### src/rtl/alu_seq.sv
// Registered ALU with valid/ready handshakes on both sides.
// Single-cycle logic/arith/shift ops plus an iterative shift-add multiply.
module alu_seq #(
  parameter  int unsigned WIDTH = 8,
  localparam int unsigned SHW   = $clog2(WIDTH)
) (
  input  logic             clk,
  input  logic             rst_n,
  input  logic             in_valid,
  output logic             in_ready,
  input  logic [WIDTH-1:0] x,
  input  logic [WIDTH-1:0] y,
  input  logic [3:0]       funct,
  output logic             out_valid,
  input  logic             out_ready,
  output logic [WIDTH-1:0] result,
  output logic [WIDTH-1:0] result_hi,
  output logic             carry,
  output logic             zero,
  output logic             err,
  output logic             cmp
);

  localparam int unsigned PW = 2 * WIDTH;

  localparam logic [3:0] F_ADD = 4'b0101;
  localparam logic [3:0] F_SUB = 4'b0100;
  localparam logic [3:0] F_SHL = 4'b1110;
  localparam logic [3:0] F_SHR = 4'b0111;
  localparam logic [3:0] F_XOR = 4'b0001;
  localparam logic [3:0] F_AND = 4'b0011;
  localparam logic [3:0] F_OR  = 4'b0010;
  localparam logic [3:0] F_CMP = 4'b0110;
  localparam logic [3:0] F_DSH = 4'b1010;
  localparam logic [3:0] F_MUL = 4'b1000;

  typedef enum logic {IDLE, MUL} state_t;

  state_t           state;
  logic             live;
  logic [PW-1:0]    mcand;
  logic [PW-1:0]    acc;
  logic [WIDTH-1:0] mplier;
  logic [SHW-1:0]   step;

  logic             accept;
  logic [WIDTH:0]   sum;
  logic [WIDTH:0]   diff;
  logic [WIDTH-1:0] c_res;
  logic             c_carry;
  logic             c_err;
  logic [PW-1:0]    acc_nxt;

  // live gates in_ready low for the cycle right after reset
  assign in_ready = live && (state == IDLE) && (!out_valid || out_ready);
  assign accept   = in_valid && in_ready;

  // Single-cycle datapath; shifts by >= WIDTH naturally yield zero
  always_comb begin
    c_res   = '0;
    c_carry = 1'b0;
    c_err   = 1'b0;
    sum     = {1'b0, x} + {1'b0, y};
    diff    = {1'b0, x} - {1'b0, y};
    case (funct)
      F_ADD: begin
        c_res   = sum[WIDTH-1:0];
        c_carry = sum[WIDTH];
      end
      F_SUB: begin
        c_res   = diff[WIDTH-1:0];
        c_carry = diff[WIDTH];
      end
      F_SHL: c_res = x << y;
      F_SHR: c_res = x >> y;
      F_XOR: c_res = x ^ y;
      F_AND: c_res = x & y;
      F_OR:  c_res = x | y;
      F_CMP: c_res = x;
      F_DSH: c_res = y[SHW] ? (x >> y[SHW-1:0]) : (x << y[SHW-1:0]);
      F_MUL: c_res = '0;
      default: c_err = 1'b1;
    endcase
  end

  assign acc_nxt = mplier[0] ? (acc + mcand) : acc;

  always_ff @(posedge clk) begin
    if (!rst_n) begin
      state     <= IDLE;
      live      <= 1'b0;
      mcand     <= '0;
      acc       <= '0;
      mplier    <= '0;
      step      <= '0;
      out_valid <= 1'b0;
      result    <= '0;
      result_hi <= '0;
      carry     <= 1'b0;
      zero      <= 1'b0;
      err       <= 1'b0;
      cmp       <= 1'b0;
    end else begin
      live <= 1'b1;
      case (state)
        IDLE: begin
          if (accept) begin
            if (funct == F_MUL) begin
              mcand     <= {{WIDTH{1'b0}}, x};
              mplier    <= y;
              acc       <= '0;
              step      <= '0;
              out_valid <= 1'b0;
              state     <= MUL;
            end else begin
              result    <= c_res;
              result_hi <= '0;
              carry     <= c_carry;
              zero      <= (c_res == '0);
              err       <= c_err;
              out_valid <= 1'b1;
              if (funct == F_CMP) cmp <= (x == y);
            end
          end else if (out_ready) begin
            out_valid <= 1'b0;
          end
        end
        MUL: begin
          acc    <= acc_nxt;
          mcand  <= mcand << 1;
          mplier <= mplier >> 1;
          step   <= step + SHW'(1);
          if (step == SHW'(WIDTH - 1)) begin
            result    <= acc_nxt[WIDTH-1:0];
            result_hi <= acc_nxt[PW-1:WIDTH];
            carry     <= 1'b0;
            zero      <= (acc_nxt[WIDTH-1:0] == '0);
            err       <= 1'b0;
            out_valid <= 1'b1;
            state     <= IDLE;
          end
        end
      endcase
    end
  end

endmodule

### config.mk
export PLATFORM = sky130hd
export DESIGN_NAME = alu_seq
export DESIGN_NICKNAME = d
export VERILOG_FILES = /design/src/rtl/alu_seq.sv
export SDC_FILE = /design/constraint.sdc
export NUM_CORES = 1
export LEC_CHECK = 0
export ABC_AREA = 0
export ABC_CLOCK_PERIOD_IN_PS = 2800
export CORE_MARGIN = 5
export CORE_UTILIZATION = 54
export CTS_CLUSTER_SIZE = 12
export DETAILED_ROUTE_END_ITERATION = 8
export PLACE_DENSITY = 0.78
export SLEW_MARGIN = 10
export SYNTH_ARGS = -nofsm -noshare
export SYNTH_HDL_FRONTEND = slang
export SYNTH_SLANG_ARGS = --single-unit
### constraint.sdc
create_clock -name clk -period 2.8 [get_ports clk]
set_input_delay 0.28 -clock clk [delete_from_list [all_inputs] [get_ports clk]]
set_output_delay 0.28 -clock clk [all_outputs]
set_load 0.005 [all_outputs]
==> results_dict.tcl <==
set metrics [dict create \
    outcome "complete, no violations" \
    drv_cap 0 \
    fin_setup_tns_ns 0 \
    clk_pin_slew_ns 0.08 \
    hold_class "flop to flop" \
    dpl.cell_count 934 \
    crit_family "buffers and inverters" \
    grtUsageTotal 0.2830 \
    place.gp.congestion 0.9925 \
    overflow 0 \
    routed_wl_um 17880 \
    antenna_found_initial 0 \
    grt_pass1_wl_um 29360 \
    hpwlAfterDp_um 13410 \
    cts_root_buffer "clkbuf_8" \
    postLayoutCoreUtil 0.6874 \
    io_pins 46 \
    antennaDiodeCount 0 \
    critPathLaunchType "input port" \
    synth_nets 780 \
    drv_slew 0 \
    synth_seq_area_share 0.2348 \
    cp_cell_sequence "clkdlybuf4s50_1 -> inv_1 -> ha_1 -> fa_2 -> o21bai_1 -> a21oi_2 -> mux2i_1 -> xor2_1 -> o211ai_1 -> or4_4 -> o211ai_2" \
    die_w_um 112.1 \
    path_class "input port to flop" \
    via_per_inst 6.126 \
    io_buffer_count 45 \
    finalPower_uw 2492 \
    fin_worst_skew_ns 0.02002 \
    initial_core_util 0.5500 \
    p_leak_uw 0.002843 \
    clockBufferDepth 2 \
    synthCells 711 \
    synth-seq-cells 66 \
    clk_latency_ns 0.35 \
    nets 878 \
    syn_area_per_cell_um2 7.914 \
    cp-end-kind "flop" \
    drive_above_1_share 0.1744 \
    cts_buffers 9 \
    cts.sinks 66 \
    worst_pin_slew_ns 0.7764 \
    final-instance-count-excl-fill 950 \
    cp_num_buf_inv 2 \
    htreeDepth 3 \
    die_y_um 112.1 \
    fin_crit_sh 0.9746 \
    grt_start_max_net_pins 74 \
    finalSetupViolCount 0 \
    fp.coreArea_um2 10230 \
    area_growth_syn_to_layout_pct 24.99 \
    synth-edff-count 0 \
    arrival_ns 2.99 \
    crit_required_ns 3.06 \
    path_max_fanout 4 \
    slew_headroom 0.4805 \
    row_count 37 \
    grt_pass1_vias 5741 \
    syn-cell-area_um2 5627 \
    yosys_warnings 0 \
    drt_iter0_drc 491 \
    synth_cell_types 70 \
    period_needed_ns 2.729 \
    wire_per_inst_um 18.83 \
    postSynth.asyncResetShare 0 \
    max_freq_ghz 0.3665 \
    cp_slowest_cell "or4_4" \
    slowest_delay_ns 0.56 \
    fp.dieArea_um2 12560 \
    synthFlopType "dfxtp_1" \
    cts_setup_buffers 0 \
    ir_drop_uv 309.1 \
    cts_tree "yes" \
    stdcell_area_um2 7033 \
    hold_viol_final 0 \
    vias 5820 \
    post_dp_cell_area_um2 6775 \
    fillers 851 \
    drc 0 \
    ant_nets 0 \
    p_per_area_nw_per_um2 354.3 \
    first_pass_iters 5 \
]
## final timing paths
path | start | end | slack (ns) | depth (start not counted)
hold reg to reg | result_hi[2]$_SDFFE_PN0P_ | result_hi[2]$_SDFFE_PN0P_ | 0.46 | 2
setup reg to reg | mcand[0]$_SDFFE_PN0P_ | result_hi[6]$_SDFFE_PN0P_ | 0.10 | 10
hold / removal | result_hi[2]$_SDFFE_PN0P_ | result_hi[2]$_SDFFE_PN0P_ | 0.46 | 2
setup / recovery | x[0] | zero$_SDFFE_PN0P_ | 0.07 | 11
## worst register-to-register path, stage by stage (launching register included)
cell      delay, ns
dfxtp_1        0.33
ha_1           0.23
fa_2           0.36
a21o_1         0.18
a21oi_2        0.18
o21ai_1        0.12
a2111o_1       0.47
a31oi_2        0.17
mux2i_1        0.27
a21oi_1        0.13
nor3b_2        0.19
## cells in the mapped netlist (all sizes together) (4+ instances only)
cell / count / area (um^2)
o21bai: 9 / 67.56
xnor2: 11 / 96.34
mux2i: 26 / 260.3
o21a: 5 / 37.54
a21oi: 54 / 270.3
o2111ai: 4 / 35.03
o221ai: 6 / 52.55
buf: 15 / 78.82
nand3: 19 / 95.09
nor3b: 17 / 127.6
inv: 29 / 108.9
nor2: 29 / 108.9
a211oi: 9 / 72.57
clkbuf: 42 / 157.7
o211ai: 10 / 80.07
a22oi: 21 / 157.7
a21boi: 23 / 172.7
or4: 5 / 41.29
nand3b: 5 / 37.54
nor3: 21 / 110.1
nor2b: 30 / 187.7
xor2: 6 / 52.55
dfxtp: 66 / 1321
mux4: 6 / 135.1
o21ai: 28 / 140.1
nand4: 7 / 43.79
or3: 7 / 43.79
nand2: 63 / 239.0
nand2b: 22 / 137.6
a31oi: 7 / 43.79
a21o: 7 / 52.55
a22o: 5 / 43.79
and2: 8 / 50.05
ha: 42 / 525.5
## cell usage in the layout, fill, tap and decap left out, types with 4 or more instances in the layout
cell             instances
mux2i_1                 26
or3_1                    7
xnor2_1                 11
mux4_2                   6
o21a_1                   5
nand2_1                 62
inv_1                   28
o221ai_1                 6
clkbuf_8                10
or4_1                    4
dfxtp_1                 65
o21ai_0                 26
a21o_1                   7
nor3b_1                 16
a211oi_1                 7
nand4_1                  7
nand2b_1                22
a21oi_1                 52
nor2_1                  29
clkdlybuf4s50_1         44
nand3_1                 19
xor2_1                   6
ha_1                    42
and2_1                   8
o21bai_1                 9
a31oi_1                  6
o211ai_1                 9
nor3_1                  20
nand3b_1                 5
a22oi_1                 21
buf_4                   97
o2111ai_1                4
a22o_1                   5
nor2b_1                 30
a21boi_0                22
## flip-flops by register name, summed over array words and instances, names as in the netlist
| name | count |
|---|---|
| carry | 1 |
| mplier | 8 |
| cmp | 1 |
| acc | 16 |
| live | 1 |
| mcand | 16 |
| err | 1 |
| result | 8 |
| state | 1 |
| result_hi | 8 |
| step | 3 |
| out_valid | 1 |
| zero | 1 |
## final cells by class
| type | count | area [um^2] | area share |
|---|---|---|---|
| clock inverters | 6 | 90.09 | 0.01281 |
| repair buffers | 144 | 1214 | 0.1726 |
| multi-input cells | 558 | 3986 | 0.5668 |
| well taps | 136 | 170.2 | 0.02419 |
| inverters | 30 | 112.6 | 0.01601 |
| flip-flops and latches | 66 | 1323 | 0.1880 |
| clock buffers | 10 | 137.6 | 0.01957 |
## power breakdown
group / leakage, uW / switching (uW) / internal [uW] / total, uW
Clock: 0.000112 / 393 / 527 / 921
Sequential: 0.000534 / 10.5 / 951 / 962
Combinational: 0.00220 / 316 / 293 / 609
## kinds of logic (layout without fill, tap and decap cells)
kind of cell / after synthesis / in the layout / share of synthesized area
XOR/XNOR: 17 / 17 / 0.02646
flip-flops: 66 / 66 / 0.2348
buffers and inverters: 87 / 190 / 0.06204
AND/OR/NAND/NOR: 245 / 245 / 0.2333
multiplexers: 35 / 35 / 0.07627
adder cells (fa/ha/maj): 45 / 45 / 0.1041
AO/OA/AOI/OAI: 216 / 216 / 0.2631
## through the flow
stage / hold WS (ns) / setup slack, ns
detailed placement: 0.4541 / -0.2821
global placement: 0.4410 / -0.2304
CTS: 0.4603 / 0.02652
floorplan: 0.3077 / 0.08645
finish: 0.4632 / 0.07119
global route: 0.4851 / -0.01890
## per-layer routing
layer / vias up / GRT usage / wire length (um)
met1: 2754 / 0.3769 / 7725
met4: 0 / 0.1186 / 629
met2: 228 / 0.4612 / 8318
li1: 2794 / - / -
met5: - / 0 / 0
met3: 44 / 0.04043 / 1210
## repair_timing
action	in CTS	in global routing
hold buffers	0	0
resized for setup	2	8
pin swaps	2	4
endpoints found under the setup margin	2	6
Note: power is estimated with default switching activity, not from simulation.
